==> config.mk <==
export PLATFORM = sky130hd
export DESIGN_NAME = alu_exec_ctrl
export DESIGN_NICKNAME = d
export VERILOG_FILES = /design/src/rtl/alu_exec_pkg.sv /design/src/rtl/alu_exec_regfile.sv /design/src/rtl/alu_exec_ctrl.sv
export SDC_FILE = /design/constraint.sdc
export NUM_CORES = 1
export LEC_CHECK = 0
export ABC_AREA = 1
export BUFFER_PORTS_ARGS = -buffer_cell sky130_fd_sc_hd__buf_2
export CAP_MARGIN = 0
export CORE_UTILIZATION = 45
export DETAILED_ROUTE_END_ITERATION = 8
export PLACE_DENSITY = 0.75
export RECOVER_POWER = 50
export SYNTH_ARGS = -nofsm -noshare
export SYNTH_HDL_FRONTEND = slang
export SYNTH_SLANG_ARGS = --single-unit
export TNS_END_PERCENT = 1
==> constraint.sdc <==
create_clock -name clk -period 1.5 [get_ports clk]
set_input_delay 0.15 -clock clk [delete_from_list [all_inputs] [get_ports clk]]
set_output_delay 0.15 -clock clk [all_outputs]
set_load 0.02 [all_outputs]
==> src/rtl/alu_exec_pkg.sv <==
// Shared constants for the ALU execution controller: data width, ALU opcodes, FSM states.
package alu_exec_pkg;

  localparam int DATA_W = 8;

  // Opcode encoding shared with the alu block.
  localparam logic [2:0] OP_ADD = 3'b000;
  localparam logic [2:0] OP_SUB = 3'b001;
  localparam logic [2:0] OP_AND = 3'b010;
  localparam logic [2:0] OP_OR  = 3'b011;
  localparam logic [2:0] OP_XOR = 3'b100;
  localparam logic [2:0] OP_NOT = 3'b101;
  localparam logic [2:0] OP_SHL = 3'b110;
  localparam logic [2:0] OP_SHR = 3'b111;

  typedef enum logic {
    ST_IDLE = 1'b0,
    ST_EXEC = 1'b1
  } state_t;

endpackage

==> src/rtl/alu_exec_regfile.sv <==
// NUM_REGS x DATA_W register file: two operand read ports, one debug read port,
// one synchronous write port, synchronous reset to zero.
module alu_exec_regfile
  import alu_exec_pkg::*;
#(
  parameter int NUM_REGS = 4,
  parameter int REG_AW   = 2
) (
  input  logic              clk,
  input  logic              rst,
  input  logic              wr_en,
  input  logic [REG_AW-1:0] wr_addr,
  input  logic [DATA_W-1:0] wr_data,
  input  logic [REG_AW-1:0] ra_addr,
  output logic [DATA_W-1:0] ra_data,
  input  logic [REG_AW-1:0] rb_addr,
  output logic [DATA_W-1:0] rb_data,
  input  logic [REG_AW-1:0] dbg_addr,
  output logic [DATA_W-1:0] dbg_data
);

  logic [DATA_W-1:0]   regs [NUM_REGS];
  logic [NUM_REGS-1:0] wr_sel;

  generate
    for (genvar gi = 0; gi < NUM_REGS; gi++) begin : g_wr_sel
      assign wr_sel[gi] = wr_en && (wr_addr == REG_AW'(gi));
    end
  endgenerate

  always_ff @(posedge clk) begin
    for (int i = 0; i < NUM_REGS; i++) begin
      if (rst) begin
        regs[i] <= '0;
      end else if (wr_sel[i]) begin
        regs[i] <= wr_data;
      end
    end
  end

  assign ra_data  = regs[ra_addr];
  assign rb_data  = regs[rb_addr];
  assign dbg_data = regs[dbg_addr];

endmodule

==> src/rtl/alu_exec_ctrl.sv <==
// Issue/writeback controller in front of the combinational alu block.
// Optional macro ALU_EXEC_FWD_EN: accept during EXEC with operand forwarding.
module alu_exec_ctrl
  import alu_exec_pkg::*;
#(
  parameter int NUM_REGS = 4,
  parameter int REG_AW   = 2
) (
  input  logic              clk,
  input  logic              rst,
  input  logic              instr_valid,
  output logic              instr_ready,
  input  logic              instr_ld,
  input  logic [2:0]        instr_op,
  input  logic [REG_AW-1:0] instr_rd,
  input  logic [REG_AW-1:0] instr_rs,
  input  logic [REG_AW-1:0] instr_rt,
  input  logic [DATA_W-1:0] instr_imm,
  output logic [DATA_W-1:0] alu_a,
  output logic [DATA_W-1:0] alu_b,
  output logic [2:0]        alu_opcode,
  input  logic [DATA_W-1:0] alu_result,
  input  logic              alu_carry,
  input  logic              alu_zero,
  output logic              flag_c,
  output logic              flag_z,
  output logic              done,
  input  logic [REG_AW-1:0] rd_addr,
  output logic [DATA_W-1:0] rd_data
);

  state_t              state_reg, state_next;
  logic                fire;
  logic                ld_reg;
  logic [REG_AW-1:0]   rd_reg;
  logic [DATA_W-1:0]   imm_reg;
  logic [DATA_W-1:0]   alu_a_reg, alu_b_reg;
  logic [2:0]          alu_opcode_reg;
  logic                flag_c_reg, flag_z_reg, done_reg;
  logic                wr_en;
  logic [DATA_W-1:0]   wb_data;
  logic [DATA_W-1:0]   rf_a, rf_b, opa, opb;

  assign wr_en   = (state_reg == ST_EXEC) && !rst;
  assign wb_data = ld_reg ? imm_reg : alu_result;

  alu_exec_regfile #(
    .NUM_REGS (NUM_REGS),
    .REG_AW   (REG_AW)
  ) u_regfile (
    .clk      (clk),
    .rst      (rst),
    .wr_en    (wr_en),
    .wr_addr  (rd_reg),
    .wr_data  (wb_data),
    .ra_addr  (instr_rs),
    .ra_data  (rf_a),
    .rb_addr  (instr_rt),
    .rb_data  (rf_b),
    .dbg_addr (rd_addr),
    .dbg_data (rd_data)
  );

`ifdef ALU_EXEC_FWD_EN
  // The in-flight result is written on the same edge the new operands are captured.
  assign opa = (state_reg == ST_EXEC && instr_rs == rd_reg) ? wb_data : rf_a;
  assign opb = (state_reg == ST_EXEC && instr_rt == rd_reg) ? wb_data : rf_b;
`else
  assign opa = rf_a;
  assign opb = rf_b;
`endif

  always_comb begin
    state_next  = state_reg;
    instr_ready = 1'b0;
    case (state_reg)
      ST_IDLE: instr_ready = !rst;
      ST_EXEC: begin
`ifdef ALU_EXEC_FWD_EN
        instr_ready = !rst;
`else
        instr_ready = 1'b0;
`endif
        state_next = ST_IDLE;
      end
      default: state_next = ST_IDLE;
    endcase
    fire = instr_valid && instr_ready;
    if (fire) begin
      state_next = ST_EXEC;
    end
  end

  always_ff @(posedge clk) begin
    if (rst) begin
      state_reg      <= ST_IDLE;
      ld_reg         <= 1'b0;
      rd_reg         <= '0;
      imm_reg        <= '0;
      alu_a_reg      <= '0;
      alu_b_reg      <= '0;
      alu_opcode_reg <= '0;
      flag_c_reg     <= 1'b0;
      flag_z_reg     <= 1'b0;
      done_reg       <= 1'b0;
    end else begin
      state_reg <= state_next;
      done_reg  <= (state_reg == ST_EXEC);
      if (fire) begin
        ld_reg  <= instr_ld;
        rd_reg  <= instr_rd;
        imm_reg <= instr_imm;
        // Loads leave the ALU operand registers untouched.
        if (!instr_ld) begin
          alu_a_reg      <= opa;
          alu_b_reg      <= opb;
          alu_opcode_reg <= instr_op;
        end
      end
      if (state_reg == ST_EXEC && !ld_reg) begin
        flag_c_reg <= alu_carry;
        flag_z_reg <= alu_zero;
      end
    end
  end

  assign alu_a      = alu_a_reg;
  assign alu_b      = alu_b_reg;
  assign alu_opcode = alu_opcode_reg;
  assign flag_c     = flag_c_reg;
  assign flag_z     = flag_z_reg;
  assign done       = done_reg;

endmodule

Word-level counts from Yosys, hierarchy flattened
Memory sizes are Yosys's and may differ from the RTL's. A register that Yosys moved wholly into a read port is not among the register bits.
Index checks and enable logic that the tools add are counted.
W data, S select, Z words.

operators by class
  eq/ne operators = 3
  multiplexer cells = 21
  bitwise operators = 6
  reduce and logical (&&, ||, !) cells = 11

operators by type and width
  kind                  count
  $mux W8               5
  $mux W1               15
  $logic_and A1 B1 Y1   7
  $eq A2 B2 Y1 const B  2
  $or A1 B1 Y1          4
  $eq A2 B1 Y1 const B  1
  $logic_not A1 Y1      2
  $logic_not A2 Y1      1
  $not A1 Y1            2
  $pmux W1 S2           1
  $reduce_and A2 Y1     1

word-level totals
  flip-flop bits (word level) = 18
  RAM bits = 32
  output and inout port bits = 31
  memories = 1

memories
  name            words  width  rd ports  clocked after Yosys merged registers in  wr ports  RTL line                text
  u_regfile.regs  4      8      3         2                                        4         alu_exec_regfile.sv:22  logic [DATA_W-1:0] regs [NUM_REGS];

Depth between registers and ports, before layout
Gate-level depths: netlist of run 1.

  depth after elaboration = 7
  gate-level depth with buffers = 9
  mapped depth without buffers = 7

Hierarchy
From an unflattened synthesis of run 1, not the netlist that was laid out.

second synthesis, totals
  cells, all modules = 561
  area total of the unflattened synthesis = 3698.5 µm²

by module, submodules not included
  module            times used  cells an instance  area an instance (µm²)  sequential area each (µm²)
  alu_exec_regfile  1           306                2103.3                  960.9
  alu_exec_ctrl     1           255                1595.3                  680.7

Worst setup path before layout of run 1
Ideal clock, no wire load.

  path type = reg-to-reg
  start point = register state_reg
  end point = memory u_regfile.regs[0][0], enable pin
  library setup time = 0.329 ns
  arrival time = 1.037 ns
  required time = 1.171 ns
  slack = 0.134 ns
  cell stages (with the launch flop) = 5
  buffers on the path = 0
  cell sequence = dfxtp_1 > inv_1 > nor2_2 > nand3_2 > nand2_1

RTL lines
  what                      RTL line                text
  start: declaration        alu_exec_ctrl.sv:32     state_t state_reg, state_next;
  start signal: assignment  alu_exec_ctrl.sv:107    state_reg <= state_next;
  end: declaration          alu_exec_regfile.sv:22

==> run_results.csv, run 1 <==
group,metric,value,unit
global_route,grt_busiest_layer,"met2",
sta,worst-slew-pin-transition,379,ps
finish,regMostFlops,"u_regfile.regs",
critical_path,reg2reg_depth,4,
critical_path,r2r_start,"ld_reg",
critical_path,cp_slowest_cell,"edfxtp_1",
sta,finalClockSkew,8.56,ps
global_route,grt_usage,23.1,%
power_and_ir_drop,p_sw,1.19,mW
finish,drive_gt1_share,16.5,%
die,die_h,87.3,microns
critical_path,crit_path_end_kind,"primary output",
yosys,ys_warn_count,0,
sta,rsz0062_at_grt,"yes",
critical_path,cpPeakStageDelay,460,ps
power_and_ir_drop,powerDensity,1010,nW/um^2
critical_path,path_buf_inv,1,
finish,finalNonFillerCells,610,
global_route,antenna_found_initial,0,
yosys,yosys_register_bits,66,
yosys,ys_top_cells_by_area,"edfxtp_1 29%, dfxtp_1 21%, nand2_1 16%",
yosys,yosysUniqueCellTypes,20,
die,io-pin-count,64,
min_path,whs_endpoint,"imm_reg[0]",
global_route,grt_use_met2,40.6,%
clocking,clk_pin_slew,70,ps
placement,gp_congestion,0.926,
die,die-area,7620,sq um
die,rows,30,
yosys,avgSynthCellArea,7.65,sq um
drt,via_count,2948,
power_and_ir_drop,p_clk_share,34.5,%
global_route,grt_pass1_vias,2728,
placement,io_buffers,63,
power_and_ir_drop,finalPower,4.01,mW
yosys,synth_top_area_share,29.4,%
finish,utilization,57.3,%
sta,maxSlewViolCount,0,
power_and_ir_drop,combPwrFrac,14.4,%
sta,hold_viol_final,0,
finish,fillers,692,
drt,via_per_inst,4.83,
drt,postRouteAntennaNets,0,
min_path,hp-class,"primary input to flop",
placement,dp_cells,587,
critical_path,r2r_end,"u_regfile.regs[2][1]",
die,initial_core_util,47.4,%
drt,drc,0,
die,core,6910,sq um
sta,fmax,0.702,GHz
critical_path,required,1350,ps
finish,fin_area,3960,sq um
critical_path,path_max_fanout,3,
finish,n_antenna_cell,0,
critical_path,r2r_slack,130,ps
placement,dpl_cell_area,3750,sq um
yosys,synth_area,3270,sq um
global_route,grt_start_max_net_pins,21,
clocking,clock_latency,350,ps
sta,layout_setup_ws,75.0,ps
drt,wl,7960,microns
critical_path,critPathKind,"flop to primary output",
yosys,synth_nets,461,
critical_path,cp.arrival,1280,ps
clocking,cts_buffers,9,
placement,dp_hpwl,5770,microns
placement,pre_cts_slack,43.3,ps
critical_path,critPathTopFamily,"flip-flops",
clocking,clock-root-buffer,"clkbuf_8",
global_route,met1_usage,27.0,%
finish,mostFrequentLayoutCells,"135 x nand2_1, 55 x nor2_1, 43 x inv_1",
sta,period_needed,1430,ps
drt,dr.pass1.iters,4,
sta,setup_viol,0,
finish,final_nets,542,
finish,final_common_cell,"nand2_1",
clocking,cts_buffer_depth,2,
status,status,"finished clean",
global_route,grt.overflow.total,0,
yosys,seq_area_frac_synth,50.2,%
min_path,worstHoldPathCells,3,
drt,drtIter0Drc,209,
power_and_ir_drop,switching_share,29.7,%
critical_path,start_kind,"flop",
yosys,yosys.area.top_type,"edfxtp_1",
drt,wl_per_cell,13.0,microns
clocking,htree_levels,3,
yosys,syn-instance-count,428,
clocking,cts_setup_buffers,0,
clocking,cts_tree,"built",
power_and_ir_drop,power.leakage,1.77,nW
die,chipWidth,87.3,microns
power_and_ir_drop,p_int,2.82,mW
flow_run,cap_viol_max_count,0,
clocking,clock_sinks,66,
sta,finalCritPeriodShare,95.0,%
critical_path,cp_cell_sequence,"o21ai_0, o22ai_1, buf_2",
global_route,grt_use_met3,6.35,%
power_and_ir_drop,pwr-share-seq,51.1,%
min_path,worstHoldStart,"instr_imm[0]",
sta,slew_headroom,74.0,%
global_route,grt_pass1_wl,13200,microns
finish,largest_reg_flops,32,
finish,syn_to_final_growth,20.9,%
power_and_ir_drop,ir_worst_vdd,0.697,mV
## timing repair
action,in CTS,in global routing
endpoints found under the hold margin,7,0
endpoints found under the setup margin,0,35
gates resized for setup,0,8
hold buffers,7,0
## per-stage QoR
step | hold WS [ps] | setup TNS (ps)
after floorplan | 260 | 0
after global placement | 344 | 0
after detailed placement | 350 | 0
after CTS | 2.60 | 0
after global routing | 18.8 | -5.02
final | 15.4 | 0
## cell families after synthesis
kind of cell,after synthesis,share of synthesized area [%]
and+or+nand+nor,241,31.0
DFF,66,50.2
buffers and inverters,63,8.49
AOI/OAI and AO/OA,50,7.95
muxes,8,2.45
## synth_stat cells
cell type    n
edfxtp_1    32
nor2_1      54
a21oi_1     21
nor2_2       1
mux2i_1      8
nand3_4      1
nand3_2      4
nand2_2      1
o21ai_0     21
inv_2        3
dfxtp_1     34
nor2_4       2
buf_2       12
o22ai_1      8
nand2_1    138
nand3_1     40
clkbuf_1     1
buf_4        3
inv_1       42
buf_6        2
## worst max-delay path by stage
stage	from	endpoint	slack, ps	cells after the start
after floorplan	state_reg	u_regfile.regs[0][0]	130	4
after global placement	state_reg	u_regfile.regs[3][4]	140	4
after detailed placement	state_reg	u_regfile.regs[3][4]	40	4
after CTS	state_reg	u_regfile.regs[3][1]	20	4
after global routing	u_regfile.regs[2][4]	rd_data[4]	-5	3
final	u_regfile.regs[2][2]	rd_data[2]	70	3
## power by group through the flow
stage	registers, mW	logic, mW	clock network (mW)
after floorplan	2.10	0.345	0
after global placement	2.09	0.564	0
after detailed placement	2.09	0.574	0
after CTS	2.05	0.591	1.42
after global routing	2.06	0.647	1.51
final	2.05	0.578	1.38
## final cells by class
cell class / count / area (sq um) / area share, %
inverter: 45 / 169 / 4.27
sequential: 66 / 1640 / 41.5
clock buffer: 9 / 124 / 3.13
tap: 96 / 120 / 3.04
multi-input combinational: 299 / 1350 / 34.0
timing repair buffer: 88 / 498 / 12.6
clock inverter: 7 / 57.6 / 1.45
## worst register-to-register path, cell delays in order, from the launching register on
cell      delay [ps]
dfxtp_1          310
clkbuf_2         280
mux2i_1          220
clkbuf_1         240
nor2_1            70
## routing by layer
metal  share of wire [%]  vias up  wire (microns)
met2                  50       89            3970
met3                 5.5       12             436
li1                    -     1533               -
met1                  43     1314            3410
met4                 1.7        0             135
met5                   0        -               0
No activity file was read; power rests on OpenSTA's default activity.
==> run 2, diff against run 1 <==
--- a/config.mk
+++ b/config.mk
@@ -5,12 +5,12 @@
 export SDC_FILE = /design/constraint.sdc
 export NUM_CORES = 1
 export LEC_CHECK = 0
-export ABC_AREA = 1
+export ABC_AREA = 0
 export BUFFER_PORTS_ARGS = -buffer_cell sky130_fd_sc_hd__buf_2
 export CAP_MARGIN = 0
 export CORE_UTILIZATION = 45
 export DETAILED_ROUTE_END_ITERATION = 8
-export PLACE_DENSITY = 0.75
+export PLACE_DENSITY = 0.76
 export RECOVER_POWER = 50
 export SYNTH_ARGS = -nofsm -noshare
 export SYNTH_HDL_FRONTEND = slang
==> constraint.sdc (replaced) <==
create_clock -name clk -period 1.5 [get_ports clk]
set_input_delay 0.3 -clock clk [delete_from_list [all_inputs] [get_ports clk]]
set_output_delay 0.3 -clock clk [all_outputs]
set_load 0.02 [all_outputs]
==> run_results.csv, run 2 <==
group,metric,value,unit
status,status,"complete, but fails checks",
sta,fin_worst_hold_slack,156,ps
min_path,worstHoldPathCells,3,
power_and_ir_drop,pwr-share-seq,47.4,%
yosys,synthArstFlopShare,0,%
clocking,cts_buffer_depth,2,
finish,n_antenna_cell,0,
placement,io_buffers,63,
placement,gp_congestion,0.739,
yosys,ys_warn_count,0,
power_and_ir_drop,p_sw,1.00,mW
critical_path,start_kind,"flop",
drt,via_count,2040,
finish,final_common_cell,"buf_2",
yosys,ys_top_cells_by_area,"edfxtp_1 33%, dfxtp_1 23%, mux4_2 18%",
critical_path,required,1200,ps
critical_path,r2r_end,"u_regfile.regs[2][1]",
power_and_ir_drop,powerDensity,1130,nW/um^2
drt,drtIter0Drc,112,
die,die_h,82.9,microns
clocking,postCtsHoldBufs,0,
clocking,htree_levels,3,
die,chipWidth,82.9,microns
placement,dp_cells,367,
critical_path,reg2reg_depth,4,
yosys,yosys_register_bits,66,
yosys,syn-instance-count,218,
yosys,synth_most_common_cell,"dfxtp_1",
die,core,6350,sq um
flow_run,cap_viol_max_count,0,
yosys,synth_nets,251,
power_and_ir_drop,switching_share,23.4,%
finish,regMostFlops,"u_regfile.regs",
yosys,avgSynthCellArea,13.5,sq um
yosys,synth_edf_count,32,
clocking,cts_tree,"built",
die,io-pin-count,64,
sta,hold_viol_final,0,
power_and_ir_drop,p_int,3.28,mW
sta,finalClockSkew,12.0,ps
clocking,clk_pin_slew,70,ps
clocking,clock_sinks,66,
yosys,yosys-top-cells-count,"34 x dfxtp_1, 32 x edfxtp_1, 31 x nor2_1",
yosys,ys.flop_type,"dfxtp_1",
sta,layout_setup_ws,-213,ps
yosys,yosys.area.top_type,"edfxtp_1",
sta,rsz0062_at_grt,"yes",
clocking,clock-root-buffer,"clkbuf_8",
sta,worst-slew-pin-transition,445,ps
yosys,seq_area_frac_synth,55.7,%
finish,mostFrequentLayoutCells,"39 x buf_2, 34 x dfxtp_1, 32 x edfxtp_1",
global_route,antenna_found_initial,0,
placement,dp_hpwl,4360,microns
min_path,whs_endpoint,"imm_reg[7]",
clocking,cts_buffers,9,
power_and_ir_drop,p_clk_share,40.3,%
yosys,synth_area,2950,sq um
sta,slew_headroom,70.3,%
drt,wl,5910,microns
yosys,yosysUniqueCellTypes,22,
critical_path,crit_path_end_kind,"primary output",
global_route,grt_pass1_wl,9800,microns
global_route,grt.overflow.total,0,
sta,maxSlewViolCount,0,
sta,finalCritPeriodShare,114,%
critical_path,cp.arrival,1410,ps
finish,finalNonFillerCells,389,
drt,wl_per_cell,15.2,microns
global_route,grt_pass1_vias,1980,
die,die-area,6870,sq um
drt,via_per_inst,5.24,
die,rows,29,
yosys,synth_top_area_share,32.6,%
sta,period_needed,1710,ps
power_and_ir_drop,power.leakage,1.45,nW
sta,fmax,0.584,GHz
finish,syn_to_final_growth,28.4,%
critical_path,critPathKind,"flop to primary output",
min_path,hp-class,"primary input to flop",
drt,postRouteAntennaNets,0,
global_route,grt_usage,18.6,%
clocking,clock_latency,340,ps
critical_path,r2r_start,"ld_reg",
finish,drive_gt1_share,38.1,%
sta,setup_viol,8,
finish,final_nets,340,
status,violations,"setup timing",
finish,largest_reg_flops,32,
drt,dr.pass1.iters,4,
critical_path,r2r_slack,60,ps
power_and_ir_drop,combPwrFrac,12.4,%
min_path,worstHoldStart,"instr_imm[7]",
global_route,grt_start_max_net_pins,24,
drt,drc,0,
power_and_ir_drop,ir_worst_vdd,0.709,mV
critical_path,path_max_fanout,3,
die,initial_core_util,46.4,%
==> run 2: cell count changes after synthesis, sizes merged, moves of 16 or more <==
cell   change
a21oi     -20
a22o      +16
inv       -45
mux4      +24
nand2    -129
nand3     -44
nor2      -18
==> run 2: what timing repair did <==
action,4_1_cts,5_1_grt
gates resized for setup,2,4
setup endpoints to repair,8,8
buffers inserted,4,2
==> run 2: cell type report <==
type,count,area (sq um)
tap,77,96.3
timing repair buffer,94,569
fill,533,2570
sequential,66,1640
clock buffer,10,149
clock inverter,6,86.3
multi-input combinational,136,1240
==> run 2: power groups by stage <==
stage | Clock, mW | Combinational [mW] | Sequential, mW
2_1_floorplan | 0 | 0.301 | 2.08
3_3_place_gp | 0 | 0.517 | 2.06
3_5_place_dp | 0 | 0.528 | 2.07
4_1_cts | 1.76 | 0.540 | 2.03
5_1_grt | 1.85 | 0.570 | 2.04
6_report | 1.72 | 0.529 | 2.03
==> run 2: per-layer routing <==
| layer | up-vias | part of all wire, % | global-route usage, % |
|---|---|---|---|
| met2 | 89 | 49 | 29.7 |
| li1 | 991 | - | - |
| met1 | 949 | 44 | 23.7 |
| met5 | - | 0 | 0 |
| met4 | 0 | 2.1 | 9.87 |
| met3 | 11 | 5.0 | 4.17 |
==> run 2: kinds of logic (layout without fill, tap and decap cells) <==
| logic type | count (synthesis) | in the layout | synth area share, % |
|---|---|---|---|
| simple gates | 71 | 71 | 11.9 |
| flops | 66 | 66 | 55.7 |
| mux | 37 | 37 | 22.8 |
| compound gates | 28 | 28 | 7.01 |
| buf+inv | 16 | 110 | 2.63 |
==> run 2: stage by stage <==
step           total power [mW]  setup TNS, ps  util [%]  setup slack (ps)  area (sq um)
2_1_floorplan              2.38              0         -              10.4          2950
3_3_place_gp               2.58          -31.4      55.9             -15.9          3550
3_5_place_dp               2.60          -39.1      55.9             -10.6          3550
4_1_cts                    4.33          -1780      60.2              -228          3820
5_1_grt                    4.45          -2120      59.6              -267          3780
6_report                   4.28          -1640      59.6              -213          3780
==> run 2: how the worst max path moves through the flow <==
stage                                     from              endpoint  slack [ps]
after floorplan                      state_reg  u_regfile.regs[0][0]          10
after global placement              rd_addr[0]            rd_data[7]         -20
after detailed placement            rd_addr[0]            rd_data[7]         -10
after CTS                 u_regfile.regs[2][2]            rd_data[2]        -230
after global routing      u_regfile.regs[0][5]            rd_data[5]        -270
final                     u_regfile.regs[3][5]            rd_data[5]        -210
==> run 2: worst max-delay path, cell delays in order, from the launching register on <==
cell and delay (ps):
edfxtp_1 430, mux4_2 480, buf_2 170
